<file path="src/rtl/narrow_sat_pkg.sv">
`default_nettype none
// +--------------------------------------------------------------------+
// | narrow_sat_pkg: shared types and constants for the 32->16 narrower |
// | Rev 1.0                                                            |
// +--------------------------------------------------------------------+
package narrow_sat_pkg;

  // Buffer occupancy: number of words currently held.
  typedef enum logic [1:0] {
    EMPTY = 2'd0,
    ONE   = 2'd1,
    TWO   = 2'd2
  } occ_state_t;

  localparam logic [15:0] SAT_S_MAX = 16'h7FFF;
  localparam logic [15:0] SAT_S_MIN = 16'h8000;
  localparam logic [15:0] SAT_U_MAX = 16'hFFFF;

  localparam int CNT_W_DEF = 8;

endpackage : narrow_sat_pkg
`default_nettype wire

</file>
<file path="src/rtl/narrow_core.sv">
`default_nettype none
// +--------------------------------------------------------------------+
// | narrow_core: 16-bit range check and optional saturation (comb)     |
// | Saturation enabled by defining NARROW_SAT_EN, else values wrap.    |
// | Rev 1.0                                                            |
// +--------------------------------------------------------------------+
module narrow_core
  import narrow_sat_pkg::*;
(
  input  logic [31:0] in_data,
  input  logic        in_signed,
  output logic [15:0] out_data,
  output logic        out_ovf
);

  logic w_s_ok;
  logic w_u_ok;
  logic w_ovf;

  // Signed fits when bit 15 is replicated through bit 31.
  assign w_s_ok = (&in_data[31:15]) || !(|in_data[31:15]);
  assign w_u_ok = !(|in_data[31:16]);
  assign w_ovf  = in_signed ? !w_s_ok : !w_u_ok;

  always_comb begin
    out_ovf  = w_ovf;
    out_data = in_data[15:0];
`ifdef NARROW_SAT_EN
    if (w_ovf) begin
      if (in_signed) begin
        out_data = in_data[31] ? SAT_S_MIN : SAT_S_MAX;
      end else begin
        out_data = SAT_U_MAX;
      end
    end
`endif
  end

endmodule : narrow_core
`default_nettype wire

</file>
<file path="src/rtl/narrow_sat.sv">
`default_nettype none
// +--------------------------------------------------------------------+
// | narrow_sat: 32->16 narrowing stage, 2-entry buffer, ovf counter    |
// | Out-of-range values saturate when NARROW_SAT_EN is defined.        |
// | Rev 1.0                                                            |
// +--------------------------------------------------------------------+
module narrow_sat
  import narrow_sat_pkg::*;
#(
  parameter int CNT_W = CNT_W_DEF
) (
  input  logic             clk,
  input  logic             rst_n,
  input  logic             in_valid,
  output logic             in_ready,
  input  logic [31:0]      in_data,
  input  logic             in_signed,
  output logic             out_valid,
  input  logic             out_ready,
  output logic [15:0]      out_data,
  output logic             out_ovf,
  output logic [CNT_W-1:0] ovf_cnt,
  input  logic             cnt_clr
);

  localparam logic [CNT_W-1:0] c_cnt_one = {{(CNT_W-1){1'b0}}, 1'b1};

  occ_state_t       r_state;
  occ_state_t       w_state_nxt;
  logic             w_in_ready;
  logic             w_out_valid;
  logic             w_in_xfer;
  logic             w_out_xfer;
  logic [15:0]      w_core_data;
  logic             w_core_ovf;
  logic [15:0]      r_head_data;
  logic             r_head_ovf;
  logic [15:0]      r_skid_data;
  logic             r_skid_ovf;
  logic             w_load_head_in;
  logic             w_load_head_skid;
  logic             w_load_skid;
  logic [CNT_W-1:0] r_ovf_cnt;

  narrow_core u_core (
    .in_data   (in_data),
    .in_signed (in_signed),
    .out_data  (w_core_data),
    .out_ovf   (w_core_ovf)
  );

  assign w_in_xfer  = in_valid && w_in_ready;
  assign w_out_xfer = w_out_valid && out_ready;

  always_ff @(posedge clk or negedge rst_n) begin
    if (!rst_n) begin
      r_state <= EMPTY;
    end else begin
      r_state <= w_state_nxt;
    end
  end

  always_comb begin
    w_state_nxt = r_state;
    unique case (r_state)
      EMPTY: if (w_in_xfer) w_state_nxt = ONE;
      ONE: begin
        if (w_in_xfer && !w_out_xfer) begin
          w_state_nxt = TWO;
        end else if (!w_in_xfer && w_out_xfer) begin
          w_state_nxt = EMPTY;
        end
      end
      TWO:     if (w_out_xfer) w_state_nxt = ONE;
      default: w_state_nxt = EMPTY;
    endcase
  end

  // Handshake outputs depend on the state register only.
  always_comb begin
    w_in_ready  = (r_state != TWO);
    w_out_valid = (r_state != EMPTY);
  end

  // Head is what the consumer sees; skid only fills when head is stalled.
  assign w_load_head_in   = w_in_xfer && ((r_state == EMPTY) || ((r_state == ONE) && w_out_xfer));
  assign w_load_head_skid = w_out_xfer && (r_state == TWO);
  assign w_load_skid      = w_in_xfer && (r_state == ONE) && !w_out_xfer;

  always_ff @(posedge clk or negedge rst_n) begin
    if (!rst_n) begin
      r_head_data <= 16'h0000;
      r_head_ovf  <= 1'b0;
      r_skid_data <= 16'h0000;
      r_skid_ovf  <= 1'b0;
    end else begin
      if (w_load_head_in) begin
        r_head_data <= w_core_data;
        r_head_ovf  <= w_core_ovf;
      end else if (w_load_head_skid) begin
        r_head_data <= r_skid_data;
        r_head_ovf  <= r_skid_ovf;
      end
      if (w_load_skid) begin
        r_skid_data <= w_core_data;
        r_skid_ovf  <= w_core_ovf;
      end
    end
  end

  // Counted on acceptance so stalled words are already reflected.
  always_ff @(posedge clk or negedge rst_n) begin
    if (!rst_n) begin
      r_ovf_cnt <= '0;
    end else if (cnt_clr) begin
      r_ovf_cnt <= '0;
    end else if (w_in_xfer && w_core_ovf && !(&r_ovf_cnt)) begin
      r_ovf_cnt <= r_ovf_cnt + c_cnt_one;
    end
  end

  assign in_ready  = w_in_ready;
  assign out_valid = w_out_valid;
  assign out_data  = r_head_data;
  assign out_ovf   = r_head_ovf;
  assign ovf_cnt   = r_ovf_cnt;

endmodule : narrow_sat
`default_nettype wire
</file>
<file path="config.mk">
export PLATFORM = sky130hd
export DESIGN_NAME = narrow_sat
export DESIGN_NICKNAME = d
export VERILOG_FILES = /design/src/rtl/narrow_sat_pkg.sv /design/src/rtl/narrow_core.sv /design/src/rtl/narrow_sat.sv
export SDC_FILE = /design/constraint.sdc
export NUM_CORES = 1
export LEC_CHECK = 0
export BUFFER_PORTS_ARGS = -buffer_cell sky130_fd_sc_hd__buf_4
export CAP_MARGIN = 0
export CORE_UTILIZATION = 54
export DETAILED_ROUTE_END_ITERATION = 16
export GPL_ROUTABILITY_DRIVEN = 0
export HOLD_SLACK_MARGIN = 0.02
export PLACE_DENSITY = 0.81
export SLEW_MARGIN = 5
export SYNTH_ARGS = -nofsm -noshare
export SYNTH_HDL_FRONTEND = slang
export SYNTH_SLANG_ARGS = --single-unit
</file>
<file path="constraint.sdc">
create_clock -name clk -period 3.45 [get_ports clk]
set_input_delay 0.1725 -clock clk [delete_from_list [all_inputs] [get_ports clk]]
set_output_delay 0.1725 -clock clk [all_outputs]
set_load 0.01 [all_outputs]
</file>
==> results of run 1 <==
## area by class of cell
class,count,area share [%]
Sequential cell,44,41.71
Multi-Input combinational cell,126,34.03
Timing Repair Buffer,66,18.86
Clock buffer,5,2.607
Tap cell,46,2.180
Clock inverter,2,0.4739
Inverter,1,0.1422
## metal layers
metal	vias to the layer above	share of wire (%)
met4	0	1.0
met5	-	0
li1	778	-
met1	809	41
met2	37	55
met3	6	3.6
## tightest hold or removal path: stages
cell     delay, ns
buf_4         0.08
nand2_1       0.04
o21ai_0       0.06
## power breakdown
| part | total [uW] | switching, uW | internal [uW] |
|---|---|---|---|
| clock network | 303 | 166 | 137 |
| logic | 669 | 299 | 370 |
| registers | 864 | 136 | 728 |
## layout by cell type, fill, tap and decap left out, types with 2 or more instances in the layout
cell type,n
a21oi_1,7
buf_4,65
clkbuf_8,5
dfrtp_1,44
ha_1,2
mux2_2,17
mux2i_1,19
nand2_1,18
nand3_1,5
nand3b_1,2
nand4_1,5
nor2_1,2
nor4_1,3
o21ai_0,20
o21ai_1,4
or3_1,3
or3_2,3
## per-stage QoR
step / hold WS [ns] / instance area [sq um] / total power [uW] / setup slack [ns] / std cells
2_1_floorplan: -0.1231 / 2044 / 1220 / 1.763 / 180
3_3_place_gp: 0.1838 / 2549 / 1491 / 1.535 / 282
3_5_place_dp: 0.1988 / 2549 / 1542 / 1.459 / 282
4_1_cts: 0.08756 / 2640 / 1852 / 1.462 / 290
5_1_grt: 0.09791 / 2640 / 1946 / 1.333 / 290
6_report: 0.09275 / 2640 / 1836 / 1.474 / 290
## state kept, by name (all words and copies together), names as in the netlist
register and count:
ovf_cnt 8, r_skid_ovf 1, r_skid_data 16, r_state 2, out_data 16, out_ovf 1
## cell families after synthesis
kind of cell             count (synthesis)
adder cells (fa/ha/maj)                  2
XOR/XNOR                                 1
multiplexers                            36
flip-flops                              44
AO/OA/AOI/OAI                           32
AND/OR/NAND/NOR                         55
buffers and inverters                   10
## worst min-delay path by stage
stage                     start            to  slack [ns]
finish              in_data[11]  out_data[11]        0.09
global route            cnt_clr    ovf_cnt[3]         0.1
CTS                     cnt_clr    ovf_cnt[2]        0.09
detailed placement        rst_n   out_data[9]        0.20
global placement          rst_n   out_data[8]        0.18
floorplan                 rst_n   out_data[0]       -0.12
==> results.ini, run 1 <==
[status]
status = finished clean

[floorplan]
start_util_pct = 58.95
dieArea_sq_mm = 0.004036
fp-row-count = 21
die_w_microns = 63.53
core_sq_mm = 0.003468
die_y_microns = 63.53
ios = 65

[sta]
slew_headroom_pct = 24.23
min_period_over_period_pct = 57.28
setup_viol = 0
fmax_mhz = 506.1
finalClockSkew_ns = 0.008078
rsz0062_at_grt = no
finalHoldViolations = 0
worst_pin_slew_ns = 1.133
min_period_ns = 1.976
fin_setup_tns_ns = 0
slew_viol_final = 0

[layout]
antennaDiodeCount = 0
nFillCells = 259
fin_util_pct = 76.12
fin_nets = 284
area_growth_pct = 29.13
multiInputGateArea_sq_um = 898.4
ff_latch_area_sq_mm = 0.001101
drive_above_1_share_pct = 40.16

[critical_path]
slowest_delay_ns = 0.55
crit_arrival_ns = 2.19
worstSetupPathDepth = 6
setup.worst_path.end_class = flop
worst-r2r-cell-count = 6
ff2ff_setup_slack_ns = 1.47
crit_slowest_cell = or3_2
startpoint_type = flop
r2r-start = ovf_cnt[2]
r2r-end = ovf_cnt[6]
startpoint = ovf_cnt[2]
crit_type = reg -> reg
worst-path-max-fanout = 14
critPathBufInv = 0
crit_family = simple AND/OR/NAND/NOR gates
required_ns = 3.66
crit_chain = and3_1, and3_4, nand3_2, nand4_2, or3_2, a21oi_1
critPathCapture = ovf_cnt[6]

[drt]
drt_first_pass_iters = 6
drtIter0Drc = 82
drt_wl_total_microns = 4412
ant_nets = 0
via_count = 1630
wl_per_cell_microns = 15.21
drc_errors = 0
via_per_inst = 5.621

[yosys]
synth_top_area_cell = dfrtp_1
synth_compound_gate_area_share_pct = 7.895
synthMuxAreaShare_pct = 18.67
yosysTopAreaCellShare_pct = 53.86
syn_area_sq_mm = 0.002044
synthMostInstantiatedCell = dfrtp_1
synth-simple-area-share_pct = 15.48
synth_xor_area_share_pct = 0.4284
ys_warn_count = 0
ys_top_cells_by_count = dfrtp_1, o21ai_0, mux2i_1, nand2_1, mux2_2
avgSynthCellArea_sq_um = 11.36
synthArstFlopShare_pct = 100.0
synth.area.top_cells = dfrtp_1, mux2_2, mux2i_1
synth_flop_cell = dfrtp_1
synth-seq-cells = 44
synth_cells = 180
synth_top_family_by_area = multiplexers
ys_types = 36
synthAdderAreaFrac_pct = 1.224
syn_nets = 220
seq_area_frac_synth_pct = 53.86
synth-edff-count = 0

[global_routing]
grt_overflow = 0
grtUsageMet1_pct = 27.76
grt_pass1_vias = 1635
grt_first_pass_wirelength_microns = 7410
busiest_layer = met2
grtUsageTotal_pct = 23.63
grt_use_met3_pct = 5.072
met2_usage_pct = 42.95
grt_max_degree = 45
antenna_found_initial = 0

[placed_design]
place_hpwl_microns = 3190
io_buffers = 64

[run]
cap_violations = 0

[clocking]
cts_max_path_buffers = 2
clk_pin_slew_ns = 0.08
postCtsHoldBufs = 1
cts-root-buf = clkbuf_8
cts-resized-gates = 0
clk_latency_ns = 0.29
numCtsBuffers = 5
cts_setup_buffers = 0
cts_tree = built
htreeDepth = 2
clkSinkCount = 44

[min_path]
hold_class = in -> reg
hold_depth = 3

[power_and_ir_drop]
leakage_uw = 0.001294
ir_drop_mv = 0.4466
power_density_mw_per_mm2 = 695.4

Note: power is estimated with default switching activity, not from simulation.
==> run 2: changes to the inputs <==
--- a/config.mk
+++ b/config.mk
@@ -7,11 +7,11 @@
 export LEC_CHECK = 0
 export BUFFER_PORTS_ARGS = -buffer_cell sky130_fd_sc_hd__buf_4
 export CAP_MARGIN = 0
-export CORE_UTILIZATION = 54
+export CORE_UTILIZATION = 45
 export DETAILED_ROUTE_END_ITERATION = 16
 export GPL_ROUTABILITY_DRIVEN = 0
 export HOLD_SLACK_MARGIN = 0.02
-export PLACE_DENSITY = 0.81
+export PLACE_DENSITY = 0.72
 export SLEW_MARGIN = 5
 export SYNTH_ARGS = -nofsm -noshare
 export SYNTH_HDL_FRONTEND = slang
==> constraint.sdc (replaced) <==
create_clock -name clk -period 1.75 [get_ports clk]
set_input_delay 0.0875 -clock clk [delete_from_list [all_inputs] [get_ports clk]]
set_output_delay 0.0875 -clock clk [all_outputs]
set_load 0.01 [all_outputs]
==> results.ini, run 2 (synthesized netlist as in run 1, its figures left out) <==
[status]
status = finished clean

[layout]
drive_above_1_share_pct = 42.39
antennaDiodeCount = 0
fin_util_pct = 68.74
layout_common_cells = buf_4, dfrtp_1, o21ai_0
nFillCells = 348
final_common_cell = buf_4
area_growth_pct = 46.39
final_cell_area_sq_mm = 0.002993
fin_nets = 315

[power_and_ir_drop]
p_sw_share_pct = 31.12
power_frac_seq_pct = 42.5
p_int_uw = 2690
p_comb_share_pct = 37.0
leakage_uw = 0.001457
power_density_mw_per_mm2 = 1305
switchingPower_uw = 1215
ir_drop_mv = 0.7169
pwr-share-clk_pct = 20.5

[drt]
drt_wl_total_microns = 4455
via_per_inst = 5.235
wl_per_cell_microns = 13.58
drt_first_pass_iters = 4
drc_errors = 0
drtIter0Drc = 70
via_count = 1717
ant_nets = 0

[placed_design]
io_buffers = 64
dp_slack_ns = 0.02350
place_area_sq_mm = 0.002666
place_hpwl_microns = 3015

[critical_path]
setup.worst_path.end_class = flop
startpoint_type = flop
required_ns = 1.98
crit_type = reg -> reg
crit_arrival_ns = 1.88
crit_slowest_cell = or3_2
worst-path-max-fanout = 5
slowest_delay_ns = 0.48
crit_chain = and3_1, and3_4, nand3_2, nand4_4, or3_2, a21oi_2

[clocking]
cts_tree = built
clk_latency_ns = 0.30
clk_pin_slew_ns = 0.09
clkSinkCount = 44
numCtsBuffers = 5
htreeDepth = 2
cts_max_path_buffers = 2
cts-root-buf = clkbuf_8

[sta]
worst_pin_slew_ns = 0.5434
slew_headroom_pct = 63.77
slew_viol_final = 0
setup_viol = 0
fin_hold_ws_ns = 0.02762
fmax_mhz = 604.7
finalClockSkew_ns = 0.009234
finalHoldViolations = 0
min_period_ns = 1.654
min_period_over_period_pct = 94.49
fin_ws_ns = 0.09636

[global_routing]
antenna_found_initial = 0
grt_overflow = 0
grtUsageTotal_pct = 19.50
grt_pass1_vias = 1663
grt_first_pass_wirelength_microns = 7452
grt_max_degree = 45

[floorplan]
ios = 65
die_y_microns = 69.41
dieArea_sq_mm = 0.004817
fp-row-count = 24
die_w_microns = 69.41
start_util_pct = 46.95
core_sq_mm = 0.004354

[run]
cap_violations = 0

[min_path]
hold_class = in -> reg

-- run 2: cell count changes in the layout (fill, tap and decap cells not counted), moves of 2 or more --
cell	before	now
a21oi_2	0	2
dlygate4sd3_1	1	17
buf_4	65	77
a21oi_1	7	5
-- run 2: power groups by stage --
stage               Combinational (uW)  Clock, uW  Sequential (uW)
floorplan                          654          0             1750
global placement                  1350          0             1670
detailed placement                1390          0             1690
CTS                               1430        819             1670
global route                      1590        866             1720
finish                            1450        799             1660
-- run 2: critical path: cells and delay by family, from the launching register on --
| kind | cells | cell delay, ns |
|---|---|---|
| DFF | 1 | 0.38 |
| AOI/OAI and AO/OA | 1 | 0.13 |
| and+or+nand+nor | 5 | 1.07 |
-- run 2: layout make-up --
class	count	area, sq um	share of cell area, %
timing repair buffer	96	779.5	26.05
multi-input combinational	127	928.4	31.02
sequential	44	1101	36.79
clock inverter	3	46.29	1.547
inverter	1	3.754	0.1254
clock buffer	5	68.82	2.299
tap	52	65.06	2.174
-- run 2: final timing paths --
check	endpoint	startpoint	slack, ns	cells after the start
min reg2reg	r_skid_data[3]	r_skid_data[3]	0.51	1
max in group asynchronous	ovf_cnt[1]	rst_n	1.07	2
max	ovf_cnt[6]	ovf_cnt[2]	0.1	6
max reg2reg	ovf_cnt[6]	ovf_cnt[2]	0.1	6
min in group asynchronous	out_data[10]	rst_n	0.30	2
min	out_data[10]	in_data[10]	0.03	3
-- run 2: metrics by stage --
| step | setup TNS [ns] | instances | power, uW |
|---|---|---|---|
| global placement | 0 | 301 | 3024 |
| detailed placement | 0 | 301 | 3073 |
| CTS | 0 | 326 | 3916 |
| floorplan | 0 | 180 | 2405 |
| global route | -0.003788 | 328 | 4182 |
| finish | 0 | 328 | 3905 |
-- run 2: what timing repair did --
action | 4_1_cts | 5_1_grt
setup buffers | 0 | 1
gates cloned | 0 | 1
gates resized for setup | 1 | 4
endpoints found under the hold margin | 68 | 0
pin swaps | 0 | 1
hold buffers | 17 | 0
endpoints found under the setup margin | 1 | 4
-- run 2: routing by layer --
layer | track usage (%) | vias to the layer above | part of all wire, %
met5 | 0 | - | 0
li1 | - | 848 | -
met1 | 25.27 | 824 | 44
met4 | 4.762 | 0 | 0.94
met3 | 5.523 | 7 | 5.0
met2 | 32.36 | 38 | 50
==> run 3: changes to the inputs <==
--- a/config.mk
+++ b/config.mk
@@ -11,7 +11,7 @@
 export DETAILED_ROUTE_END_ITERATION = 16
 export GPL_ROUTABILITY_DRIVEN = 0
 export HOLD_SLACK_MARGIN = 0.02
-export PLACE_DENSITY = 0.72
+export PLACE_DENSITY_LB_ADDON = 0.15
 export SLEW_MARGIN = 5
 export SYNTH_ARGS = -nofsm -noshare
 export SYNTH_HDL_FRONTEND = slang
==> results.ini, run 3 (synthesized netlist as in run 1, its figures left out) <==
[drt]
drt_wl_total_microns = 4456
top_layer = met4
wl_met3_microns = 174
wl_per_cell_microns = 13.71
wl_met1_microns = 2016
drtIter0Drc = 81
via_count = 1678
via_per_inst = 5.163
drt_first_pass_iters = 4
ant_nets = 0
drc_errors = 0
dr_wl_met2_microns = 2226

[layout]
fin_nets = 312
layout_common_cells = buf_4, dfrtp_1, o21ai_0
final_common_cell = buf_4
drive_above_1_share_pct = 41.39
antennaDiodeCount = 0
area_growth_pct = 44.25

[sta]
worst_pin_slew_ns = 0.5460
slew_viol_final = 0
slew_headroom_pct = 63.60
fmax_mhz = 589.7
setup_viol = 0
min_period_ns = 1.696
finalHoldViolations = 0
min_period_over_period_pct = 96.90
fin_ws_ns = 0.05428
finalClockSkew_ns = 0.008509

[critical_path]
required_ns = 1.97
r2r-end = ovf_cnt[7]
ff2ff_setup_slack_ns = 0.05
setup.worst_path.end_class = flop
crit_arrival_ns = 1.91
worst-r2r-cell-count = 7
startpoint_type = flop
crit_type = reg -> reg
r2r-start = ovf_cnt[3]
worst-path-max-fanout = 7

[min_path]
hold_path_startpoint = in_data[14]
hold_depth = 3
hold_class = in -> reg
hold_end = out_data[14]

[power_and_ir_drop]
ir_drop_mv = 0.9592
leakage_uw = 0.001436
power_density_mw_per_mm2 = 1263
totalPowerFinal_uw = 3724

[global_routing]
grt_first_pass_wirelength_microns = 7320
antenna_found_initial = 0
grtUsageTotal_pct = 18.89
grt_overflow = 0
grt_pass1_vias = 1659
grt_max_degree = 45

[floorplan]
start_util_pct = 46.95
die_w_microns = 69.41
ios = 65
fp-row-count = 24
core_sq_mm = 0.004354
dieArea_sq_mm = 0.004817
die_y_microns = 69.41

[placed_design]
io_buffers = 64
place_hpwl_microns = 3068
dp_slack_ns = 0.006822

[run]
cap_violations = 0

[clocking]
numCtsBuffers = 5
cts-root-buf = clkbuf_8
htreeDepth = 2
clkSinkCount = 44
clk_latency_ns = 0.29
cts_tree = built
clk_pin_slew_ns = 0.08
cts_max_path_buffers = 2

[status]
status = finished clean

-- run 3: worst max path at each step --
stage                            from    endpoint  depth (start not counted)
after floorplan            ovf_cnt[2]  ovf_cnt[3]                          6
after CTS                  ovf_cnt[3]  ovf_cnt[3]                          6
after global placement    in_data[17]  ovf_cnt[1]                          8
after detailed placement   ovf_cnt[3]  ovf_cnt[3]                          6
after global routing       ovf_cnt[2]  ovf_cnt[7]                          7
final                      ovf_cnt[3]  ovf_cnt[7]                          7
-- run 3: worst max-delay path, stage by stage, from the launching register on --
cell	delay (ns)
dfrtp_1	0.39
and3_1	0.18
and3_4	0.19
nand3_2	0.09
nand4_4	0.11
buf_6	0.16
or3_1	0.34
a21oi_2	0.15
-- run 3: routing by layer --
metal	track usage (%)	vias to the layer above
met5	0	-
met4	5.442	0
met2	32.04	41
li1	-	829
met3	4.360	5
met1	24.17	803
-- run 3: final cells by class --
| cell class | count | area (sq um) |
|---|---|---|
| clock buffer | 7 | 76.32 |
| clock inverter | 1 | 8.758 |
| tap | 52 | 65.06 |
| fill | 339 | 1405 |
| multi-input combinational | 126 | 918.4 |
| sequential | 44 | 1102 |
| timing repair buffer | 94 | 774.5 |
| inverter | 1 | 3.754 |
-- run 3: timing repair --
| item | CTS | global route |
|---|---|---|
| resized for setup | 3 | 3 |
| setup buffers | 0 | 1 |
| hold buffers | 16 | 0 |
| pin swaps | 0 | 2 |
| endpoints found under the hold margin | 61 | 0 |
| endpoints found under the setup margin | 2 | 4 |
-- run 3: per-stage QoR --
step	hold WS (ns)	cells	TNS [ns]	util, %	instance area (sq um)
finish	0.02331	325	0	67.73	2949
global route	0.02602	325	-0.02903	67.73	2949
CTS	0.02256	324	0	67.36	2933
detailed placement	0.1191	300	0	61.35	2671
global placement	0.1236	300	0	61.35	2671
floorplan	-0.2081	180	0	-	2044
-- run 3: where the power goes --
group          switching [uW]  internal (uW)  total, uW  leakage, uW
Sequential                228           1440       1660     0.000541
Clock                     332            285        617    0.0000424
Combinational             616            828       1440     0.000853
